## config.mk

```make
export PLATFORM = sky130hd
export DESIGN_NAME = i2c_byte_sequencer
export DESIGN_NICKNAME = d
export VERILOG_FILES = /design/src/rtl/i2c_byte_sequencer.sv
export SDC_FILE = /design/constraint.sdc
export NUM_CORES = 1
export LEC_CHECK = 0
export CAP_MARGIN = 30
export CORE_ASPECT_RATIO = 0.6
export CORE_MARGIN = 2
export CORE_UTILIZATION = 35
export CTS_CLUSTER_SIZE = 10
export DETAILED_ROUTE_END_ITERATION = 12
export GPL_TIMING_DRIVEN = 0
export HOLD_SLACK_MARGIN = 0.02
export MAX_ROUTING_LAYER = met4
export PLACE_DENSITY_LB_ADDON = 0.12
export SLEW_MARGIN = 5
export SYNTH_ARGS = -nofsm -noshare
export SYNTH_HDL_FRONTEND = slang
export SYNTH_SLANG_ARGS = --single-unit
```

## constraint.sdc

```tcl
create_clock -name CLK -period 6 [get_ports CLK]
set_input_delay 0.9 -clock CLK [delete_from_list [all_inputs] [get_ports CLK]]
set_output_delay 0.9 -clock CLK [all_outputs]
set_load 0.01 [all_outputs]
```

## src/rtl/i2c_byte_sequencer.sv

```systemverilog
// Byte-level I2C master sequencer: one optional START, one 8-bit write or read with
// its ACK bit, and one optional STOP per command, driving open-drain pull-low enables.
module i2c_byte_sequencer #(
  parameter int QTR_DIV = 125
) (
  input  logic       CLK,
  input  logic       rst,
  input  logic       cmd_valid,
  output logic       cmd_ready,
  input  logic       cmd_start,
  input  logic       cmd_stop,
  input  logic       cmd_read,
  input  logic [7:0] cmd_wdata,
  input  logic       cmd_nack_out,
  output logic       rsp_valid,
  output logic [7:0] rsp_rdata,
  output logic       rsp_nack,
  output logic       busy,
  input  logic       scl_i,
  input  logic       sda_i,
  output logic       scl_oe,
  output logic       sda_oe
);

  typedef enum logic [2:0] {
    S_IDLE,
    S_START,
    S_BIT,
    S_ACK,
    S_STOP,
    S_DONE
  } state_t;

  localparam logic [9:0] DIV_LAST = 10'(QTR_DIV - 1);

  state_t      state_q, state_d;
  logic [1:0]  qtr_q, qtr_d;
  logic [9:0]  div_q, div_d;
  logic [2:0]  bit_q, bit_d;
  logic        stop_q, stop_d;
  logic        read_q, read_d;
  logic [7:0]  wdata_q, wdata_d;
  logic        nack_out_q, nack_out_d;
  logic [7:0]  shift_q, shift_d;
  logic        ack_q, ack_d;
  logic        hold_bus_q, hold_bus_d;
  logic        hold_sda_q, hold_sda_d;
  logic        cmd_ready_d, busy_d, rsp_valid_d, rsp_nack_d;
  logic [7:0]  rsp_rdata_d;
  logic        scl_oe_d, sda_oe_d;
  logic        tick, stall;

  // Pin drive as a pure function of the (next) sequencer registers, so the pins are
  // registered alongside the state and never see a decode glitch or an input path.
  function automatic logic [1:0] pin_drive(
    input state_t     st,
    input logic [1:0] q,
    input logic [2:0] b,
    input logic       rd,
    input logic [7:0] wd,
    input logic       nk,
    input logic       hb,
    input logic       hs
  );
    logic scl, sda;
    scl = 1'b0;
    sda = 1'b0;
    case (st)
      S_START: begin scl = (q == 2'd0); sda = q[1];           end
      S_BIT:   begin scl = ~q[1];       sda = ~rd & ~wd[b];   end
      S_ACK:   begin scl = ~q[1];       sda = rd & ~nk;       end
      S_STOP:  begin scl = (q == 2'd0); sda = (q != 2'd3);    end
      default: begin scl = hb;          sda = hb & hs;        end
    endcase
    return {scl, sda};
  endfunction

  always_comb begin
    // NOTE: every variable gets a default before any branch so no path leaves it
    // unassigned; otherwise synthesis would infer a latch to hold the old value.
    state_d     = state_q;
    qtr_d       = qtr_q;
    div_d       = div_q;
    bit_d       = bit_q;
    stop_d      = stop_q;
    read_d      = read_q;
    wdata_d     = wdata_q;
    nack_out_d  = nack_out_q;
    shift_d     = shift_q;
    ack_d       = ack_q;
    hold_bus_d  = hold_bus_q;
    hold_sda_d  = hold_sda_q;
    rsp_rdata_d = rsp_rdata;
    rsp_nack_d  = rsp_nack;
    tick        = 1'b0;
    stall       = 1'b0;

    // The slave may stretch the SCL high quarter; the divider simply waits for it.
    if (state_q inside {S_START, S_BIT, S_ACK, S_STOP}) begin
      stall = (qtr_q == 2'd2) && !scl_i;
      if (!stall) begin
        if (div_q == DIV_LAST) begin
          div_d = '0;
          tick  = 1'b1;
        end else begin
          div_d = div_q + 10'd1;
        end
      end
    end
    if (tick) qtr_d = qtr_q + 2'd1;

    case (state_q)
      S_IDLE: begin
        if (cmd_valid) begin
          stop_d     = cmd_stop;
          read_d     = cmd_read;
          wdata_d    = cmd_wdata;
          nack_out_d = cmd_nack_out;
          shift_d    = '0;
          div_d      = '0;
          qtr_d      = '0;
          bit_d      = 3'd7;
          state_d    = cmd_start ? S_START : S_BIT;
        end
      end
      S_START: begin
        if (tick && qtr_q == 2'd3) state_d = S_BIT;
      end
      S_BIT: begin
        if (tick) begin
          if (qtr_q == 2'd2 && read_q) shift_d = {shift_q[6:0], sda_i};
          if (qtr_q == 2'd3) begin
            if (bit_q == 3'd0) state_d = S_ACK;
            else               bit_d   = bit_q - 3'd1;
          end
        end
      end
      S_ACK: begin
        if (tick) begin
          if (qtr_q == 2'd2 && !read_q) ack_d = sda_i;
          if (qtr_q == 2'd3) begin
            if (stop_q) begin
              state_d = S_STOP;
            end else begin
              // Keep the bus owned: SCL low and SDA as it was during the ACK bit.
              state_d    = S_DONE;
              hold_bus_d = 1'b1;
              hold_sda_d = read_q & ~nack_out_q;
            end
          end
        end
      end
      S_STOP: begin
        if (tick && qtr_q == 2'd3) begin
          state_d    = S_DONE;
          hold_bus_d = 1'b0;
          hold_sda_d = 1'b0;
        end
      end
      S_DONE: begin
        state_d = S_IDLE;
        div_d   = '0;
      end
      default: state_d = S_IDLE;
    endcase

    rsp_valid_d = (state_d == S_DONE);
    if (rsp_valid_d) begin
      rsp_rdata_d = read_q ? shift_d : 8'h00;
      rsp_nack_d  = read_q ? nack_out_q : ack_d;
    end
    cmd_ready_d = (state_d == S_IDLE);
    busy_d      = ~cmd_ready_d;
    {scl_oe_d, sda_oe_d} = pin_drive(state_d, qtr_d, bit_d, read_d, wdata_d,
                                     nack_out_d, hold_bus_d, hold_sda_d);
  end

  // NOTE: sequential state uses non-blocking assignments so every register samples
  // the pre-edge values, independent of statement order within the block.
  always_ff @(posedge CLK) begin
    if (!rst) begin
      state_q    <= S_IDLE;
      qtr_q      <= '0;
      div_q      <= '0;
      bit_q      <= '0;
      stop_q     <= 1'b0;
      read_q     <= 1'b0;
      wdata_q    <= '0;
      nack_out_q <= 1'b0;
      shift_q    <= '0;
      ack_q      <= 1'b0;
      hold_bus_q <= 1'b0;
      hold_sda_q <= 1'b0;
      cmd_ready  <= 1'b1;
      busy       <= 1'b0;
      rsp_valid  <= 1'b0;
      rsp_rdata  <= '0;
      rsp_nack   <= 1'b0;
      scl_oe     <= 1'b0;
      sda_oe     <= 1'b0;
    end else begin
      state_q    <= state_d;
      qtr_q      <= qtr_d;
      div_q      <= div_d;
      bit_q      <= bit_d;
      stop_q     <= stop_d;
      read_q     <= read_d;
      wdata_q    <= wdata_d;
      nack_out_q <= nack_out_d;
      shift_q    <= shift_d;
      ack_q      <= ack_d;
      hold_bus_q <= hold_bus_d;
      hold_sda_q <= hold_sda_d;
      cmd_ready  <= cmd_ready_d;
      busy       <= busy_d;
      rsp_valid  <= rsp_valid_d;
      rsp_rdata  <= rsp_rdata_d;
      rsp_nack   <= rsp_nack_d;
      scl_oe     <= scl_oe_d;
      sda_oe     <= sda_oe_d;
    end
  end

endmodule

```

# == Word-level counts from Yosys, hierarchy flattened ==
# Cells that the tools add are included.
# totals
out_inout_bits,14
elab_cells,117
in_bits,17
regBits,54
# op_classes
n_reduce_logical,14
n_eq_ne,14
n_addsub,3
order_cmp,1
bitwise_logic,10
mux,56
# ops
cell,count
$mux W8,6
$mux W10,4
$mux W3,12
$mux W1,21
$pmux W10 S2,1
$pmux W8 S2,1
$pmux W3 S5,1
$eq A3 B2 Y1 const B,4
$eq A3 B3 Y1 const B,4
$add A10 B1 Y10 const B,1
$eq A10 B7 Y1 const B,1
$logic_not A3 Y1,3
$mux W2,4
$eq A3 B1 Y1 const B,2
$not A1 Y1,6
$pmux W1 S2,3
$pmux W3 S2,1
$and A1 B1 Y1,4
$eq A2 B2 Y1 const B,2
$logic_and A1 B1 Y1,4
$lt A3 B4 Y1 const B,1
$pmux W1 S4,1
$reduce_bool A4 Y1,1
$reduce_or A2 Y1,2
7 further kinds,8

# == Logic depth before layout (Yosys ltp) ==
# Gate-level depths: netlist of the first run.
# logic_depth
ltp_word,11
ltp_mapped,11
depth_no_buf,10

# == Least setup slack after synthesis of the first run ==
# No wires, ideal clock.
# synth_path
path_type,input-to-reg
startpoint,input scl_i
endpoint,register sda_oe
required_time_ns,5.879
setup_ns,0.121
t_arrival_ns,2.554
path_slack_ns,3.325
cell_stages,8
path_buffers,1
path_cell_list,or2b_1 -> and3_1 -> buf_2 -> nand3_1 -> mux2_2 -> o32a_1 -> o221ai_1 -> a21oi_1
# synth_via
elab_chain_cells,11
elab_cells_between_ends,32
cone_classes,5 x eq/ne; 21 x mux; 3 x bitwise; 3 x reduce/logical
# synth_lines
item,line,text
start: declaration,19,"input logic scl_i,"
$logic_not A1 Y1 *,100,stall = (qtr_q == 2'd2) && !scl_i;
$logic_and A1 B1 Y1 *,100,
$mux W1 *,101,if (!stall) begin
$mux W1 *,99,"if (state_q inside {S_START, S_BIT, S_ACK, S_STOP}) begin"
$mux W3,130,if (tick) begin
$pmux W3 S2,112,case (state_q)
$bmux W1 S3,70,S_BIT: begin scl = ~q[1]; sda = ~rd & ~wd[b]; end
$mux W1 (not written as such),70,
$not A1 Y1,70,
$and A1 B1 Y1,70,
$pmux W1 S4 *,68,case (st)
end signal: assignment,220,sda_oe <= sda_oe_d;
end: declaration,22,output logic sda_oe
# Every way passes the cells marked *; elsewhere a longest branch is shown, timed or not. The select of a mux whose other input is x is not followed.
# A chain may end at the register's enable or synchronous reset.

# == Worst setup path in the final report of the first run ==
# Ends and elaborated chain as after synthesis.

==> out/qor.yml, run 1 <==
synth_warnings: 0
status: "complete, no violations"
power_density_nw_per_um2: 260
post-place-ws_ps: 2590
skew_ps: 5.40
die_h_um: 72.1
antenna_found_initial: 0
async_flop_share_pct: 0
nNetsFinal: 364
r2r_start: "qtr_q[0]"
netlist_instances: 305
grt_overflow: 0
finalWirelength_um: 6710
nFillCells: 764
cts_tree: "built"
syn_nets: 328
wl_per_cell_um: 15.0
rsz0062_at_grt: "false"
port_buffers: 29
drc_errors: 0
ant_nets: 0
cp.required_ps: 6180
maxSlewViolCount: 0
htree_levels: 2
setup_viol: 0
hold_start: "wdata_q[7]"
start_util_pct: 36.6
synth_flop_cell: "dfxtp_1"
drv_cap: 0
synth_edf_count: 0
finalCritPeriodShare_pct: 52.2
yosysSeqAreaShare_pct: 40.0
yosysUniqueCellTypes: 67
grt_max_degree: 19
p_leak_nw: 1.15
cts.sinks: 54
dpl.hpwl_um: 4990
syn_area_per_cell_um2: 8.87
core_um2: 7390
std_cell_rows: 24
r2r_slack_ps: 3170
r2r-end: "sda_oe"
diodes: 0
tightest_slew_ps: 682
num_vias: 2231
post_cts.repair.setup_buffers: 0
whs_ps: 455
grt_use_total_pct: 16.9
clockBufferDepth: 2
hold_path_depth: 2
whs_endpoint: "wdata_q[7]"
ios: 31
drt-initial-drc-count: 163
reg2regPathDepth: 10
ir_drop_mv: 0.127
critPathLaunchType: "input pin"
cts.clk_slew.worst_paths_ps: 70
dr.pass1.iters: 4
hp-class: "reg2reg"
synth_seq_cells: 54
fin_ws_ps: 2870
worstSetupEndpointType: "flop"
period_minus_slack_ps: 3130
cts_root_buf: "clkbuf_16"
hold_violations: 0
grt_pass1_vias: 2087
mappedNetlistArea_um2: 2700
gp_congestion: 0.803
clock_latency_ps: 300
cts_made_buffers: 5
setup_tns_ps: 0
synthToLayoutAreaGrowth_pct: 21.1
maxSlewHeadroom_pct: 54.4
via_per_inst: 5.00
arrival_ps: 3310
grt_pass1_wl_um: 10800
fp.dieW_um: 117
dieArea_um2: 8470
criticalPathCategory: "in2reg"
cts_hold_buf: 0
layout-drive-gt1-share_pct: 12.9
post_cts_resized: 0
worst-path-max-fanout: 8
fmax_mhz: 319
-- synth_stat cells (all sizes together) (2+ instances only) --
library cell	n	area, um^2
a211oi	2	15.0
nand2	47	181
and2	2	12.5
a21oi	30	150
o21ai	6	33.8
clkbuf	8	43.8
nand4	5	31.3
o221ai	2	35.0
dfxtp	54	1080
a31o	2	17.5
a31oi	2	12.5
buf	4	27.5
a221oi	3	32.5
nor3	7	40.0
xor2	9	78.8
nor2	30	115
and3	2	12.5
ha	6	75.1
xnor2	3	26.3
inv	15	56.3
a22o	8	70.1
nor2b	7	43.8
or2b	2	15.0
o31ai	4	67.6
nor3b	2	20.0
nor4	4	55.1
nand3	14	87.6
or3	4	40.0
mux2i	3	30.0
-- logic make-up (layout without fill, tap and decap cells) --
family / after synthesis / in the layout / synth area share, %
flip-flops: 54 / 54 / 40.0
AO/OA/AOI/OAI: 68 / 68 / 19.5
adder cells (fa/ha/maj): 6 / 6 / 2.78
multiplexers: 4 / 4 / 1.53
buffers and inverters: 27 / 64 / 4.72
XOR/XNOR: 12 / 12 / 3.89
AND/OR/NAND/NOR: 134 / 134 / 27.6
-- flip-flops by register name, indices dropped and copies added, names as in the netlist --
register	cells
div_q	10
rsp_rdata	8
shift_q	8
wdata_q	8
bit_q	3
state_q	3
qtr_q	2
ack_q	1
busy	1
cmd_ready	1
hold_bus_q	1
hold_sda_q	1
nack_out_q	1
read_q	1
rsp_nack	1
rsp_valid	1
scl_oe	1
sda_oe	1
stop_q	1
-- cell usage in the layout (no fill, tap or decap), types with 4 or more instances in the layout --
cell type	count
o21ai_0	4
clkbuf_16	5
inv_1	12
nor2_1	29
xor2_1	9
nand2_1	45
nor2b_1	7
dfxtp_1	54
nand4_1	5
a21oi_1	30
clkdlybuf4s50_1	29
nand3_1	12
clkbuf_1	6
ha_1	6
nor3_1	6
a22o_1	8
-- how the worst max path moves through the flow --
stage / slack (ps) / depth (start not counted) / from / end
global placement: 2530 / 9 / scl_i / sda_oe
detailed placement: 2590 / 9 / scl_i / sda_oe
CTS: 2900 / 9 / scl_i / sda_oe
floorplan: 3320 / 8 / scl_i / sda_oe
finish: 2870 / 9 / scl_i / sda_oe
global route: 2620 / 10 / cmd_valid / sda_oe
-- layer usage --
metal,global-route usage (%),wire [um]
met4,4.42,23
met3,3.62,340
met2,21.4,2470
met1,26.2,3870
met5,-,0
-- worst max-delay path: stages --
cell and delay [ps]:
clkdlybuf4s50_1 410, or2b_1 270, nand3_4 180, nor4_4 80, o311ai_2 520, a221oi_1 150
o32a_1 370, o221ai_1 290, a21oi_1 130
-- power by group --
group          total [W]  internal (W)  switching, W
Clock           0.000297      0.000156      0.000140
Sequential      0.000384      0.000374    0.00000973
Combinational   0.000170     0.0000711     0.0000985
-- per-stage QoR --
step | utilization, % | instances | power (W) | cell area (um^2)
2_1_floorplan | - | 305 | 0.000508 | 2700
3_3_place_gp | 42.3 | 438 | 0.000561 | 3120
3_5_place_dp | 42.3 | 438 | 0.000561 | 3120
4_1_cts | 44.3 | 446 | 0.000859 | 3270
5_1_grt | 44.3 | 446 | 0.000897 | 3270
6_report | 44.3 | 446 | 0.000850 | 3270
-- cell type report --
cell class	instances	area (um^2)	share of cell area, %
clock buffer	5	125	3.82
tap	104	130	3.98
inverter	15	56.3	1.72
multi-input combinational	224	1500	45.7
timing repair buffer	29	290	8.87
buffer	12	71.3	2.18
clock inverter	3	23.8	0.726
sequential	54	1080	33.0
Note: power is estimated with default switching activity, not from simulation.
==> inputs of run 2 (changes only) <==
==> constraint.sdc (replaced) <==
create_clock -name CLK -period 3.1 [get_ports CLK]
set_input_delay 0.465 -clock CLK [delete_from_list [all_inputs] [get_ports CLK]]
set_output_delay 0.465 -clock CLK [all_outputs]
set_load 0.01 [all_outputs]
==> run 2 against run 1 <==
  * Non-clock buffer count stayed put
  * First-iteration DRC count fell by 4.9%
  * Register-to-register slack worse by 2900 ps
  * Design area rose by 0.15%
  * Largest power group unchanged
  * Highest routed layer unchanged
==> out/qor.yml, run 2 (same netlist as run 1, synthesis figures left out) <==
fmax_mhz: 357
worst-path-max-fanout: 8  # unchanged
whs_ps: 455  # about the same
clock_latency_ps: 300  # about the same
diodes: 0  # unchanged
largest_reg_flops: 10  # unchanged
worstSetupEndpointType: "flop"  # unchanged
wl_per_cell_um: 15.0  # about the same
final_cell_mix: "54 x dfxtp_1, 45 x nand2_1, 30 x a21oi_1"  # unchanged
dpl.cell_count: 438  # unchanged
nFillCells: 763  # was 764
period_minus_slack_ps: 2800
hp-class: "reg2reg"  # unchanged
start_util_pct: 36.6  # unchanged
maxSlewViolCount: 0  # unchanged
cts.clk_slew.worst_paths_ps: 70  # about the same
nNetsFinal: 364  # unchanged
criticalPathCategory: "reg2reg"  # was in2reg
power_density_nw_per_um2: 503  # was 260 nW/um^2
std_cell_rows: 24  # unchanged
cts_made_buffers: 5  # unchanged
layout-drive-gt1-share_pct: 13.2  # was 12.9%
dr.pass1.iters: 4  # unchanged
drc_errors: 0  # unchanged
port_buffers: 29  # unchanged
core_um2: 7390  # unchanged
rsz0062_at_grt: "false"  # unchanged
fin_ws_ps: 298  # was 2870 ps
die_h_um: 72.1  # unchanged
cts_root_buf: "clkbuf_16"  # unchanged
num_vias: 2241  # was 2231
status: "complete, no violations"  # unchanged
skew_ps: 5.96  # was 5.40 ps
register_area_um2: 1080  # unchanged
layout.cells.non_filler: 446  # unchanged
finalWirelength_um: 6700  # was 6710 um
r2r-end: "sda_oe"  # unchanged
antenna_found_initial: 0  # unchanged
setup_viol: 0  # unchanged
maxSlewHeadroom_pct: 55.3  # was 54.4%
drv_cap: 0  # unchanged
crit_chain: "inv_1 > ha_1 > or2b_1 > nand3_4 > o31ai_2 > o31ai_4 > or3b_1 > a41oi_2 > o221ai_1 > a21oi_1"  # was clkdlybuf4s50_1 > or2b_1 > nand3_4 > nor4_4 > o311ai_2 > a221oi_1 > o32a_1 > o221ai_1 > a21oi_1
ant_nets: 0  # unchanged
r2r_start: "qtr_q[0]"  # unchanged
ir_drop_mv: 0.247  # was 0.127 mV
r2r_slack_ps: 300  # was 3170 ps
hold_path_depth: 2  # unchanged
top_register: "div_q"  # unchanged
finalPower_w: 0.00165  # was 0.000850 W
htree_levels: 2  # unchanged
tightest_slew_ps: 668  # was 682 ps
grt_use_total_pct: 16.9  # unchanged
grt_pass1_wl_um: 10800  # unchanged
cp.required_ps: 3330  # was 6180 ps
final_common_cell: "dfxtp_1"  # unchanged
arrival_ps: 3030  # was 3310 ps
synthToLayoutAreaGrowth_pct: 21.2  # was 21.1%
gp_congestion: 0.803  # unchanged
grt_pass1_vias: 2087  # unchanged
cts.sinks: 54  # unchanged
drt-initial-drc-count: 155  # was 163
critPathLaunchType: "flop"  # was input pin
finalCritPeriodShare_pct: 90.4
post-place-ws_ps: 129  # was 2590 ps
critPathMaxStageDelay_ps: 460  # was 520 ps
ios: 31  # unchanged
reg2regPathDepth: 10  # unchanged
hold_violations: 0  # unchanged
dieArea_um2: 8470  # unchanged
fp.dieW_um: 117  # unchanged
cp_slowest_cell: "or3b_1"  # was o311ai_2
via_per_inst: 5.02  # was 5.00
grt_max_degree: 19  # unchanged
setup_tns_ps: 0  # unchanged
p_leak_nw: 1.15  # about the same
hold_start: "wdata_q[7]"  # unchanged
cts_tree: "built"  # unchanged
multi_input_area_um2: 1500  # about the same
whs_endpoint: "wdata_q[7]"  # unchanged
post_cts.repair.setup_buffers: 0  # unchanged
grt_overflow: 0  # unchanged
dpl.hpwl_um: 4990  # unchanged
clockBufferDepth: 2  # unchanged
-- run 2: cell counts in the layout (fill, tap and decap cells not counted) --
Identical to the previous run, type by type.
-- run 2: layout make-up --
cell class	instances	area share, %
clock buffer	5	3.82
inverter	15	1.72
multi-input combinational	224	45.8
timing repair buffer	29	8.85
buffer	12	2.18
tap	104	3.97
sequential	54	33.0
clock inverter	3	0.725
-- run 2: report_power, final --
| group | leakage, nW | internal (W) | switching [W] |
|---|---|---|---|
| clock | 0.0664 | 0.000303 | 0.000273 |
| combinational | 0.642 | 0.000138 | 0.000191 |
| sequential | 0.439 | 0.000724 | 0.0000190 |
-- run 2: metrics by stage --
stage / utilization, % / instance area, um^2
after floorplan: - / 2700
after global placement: 42.3 / 3120
after detailed placement: 42.3 / 3120
after CTS: 44.3 / 3270
after global routing: 44.4 / 3280
final: 44.4 / 3280
-- run 2: what timing repair did --
item | 4_1_cts | 5_1_grt
resized for setup | 0 | 1
endpoints found under the setup margin | 0 | 1
hold buffers | 0 | 0
-- run 2: critical path, delay by kind of cell (launching register included) --
kind | cells | cell delay [ps]
AOI/OAI and AO/OA | 5 | 1150
adders and majority gates | 1 | 230
buffers and inverters | 1 | 70
DFF | 1 | 420
and+or+nand+nor | 3 | 850
-- run 2: how the worst max path moves through the flow --
stage | start | endpoint
3_5_place_dp | scl_i | sda_oe
4_1_cts | qtr_q[0] | sda_oe
2_1_floorplan | qtr_q[0] | sda_oe
6_report | qtr_q[0] | sda_oe
3_3_place_gp | scl_i | sda_oe
5_1_grt | qtr_q[0] | sda_oe
-- run 2: layer usage --
layer	up-vias	part of all wire, %	global-route usage (%)
met3	2	5.1	3.62
met4	0	0.34	4.42
met5	-	0	-
met2	54	37	21.4
li1	1148	-	-
met1	1037	58	26.2
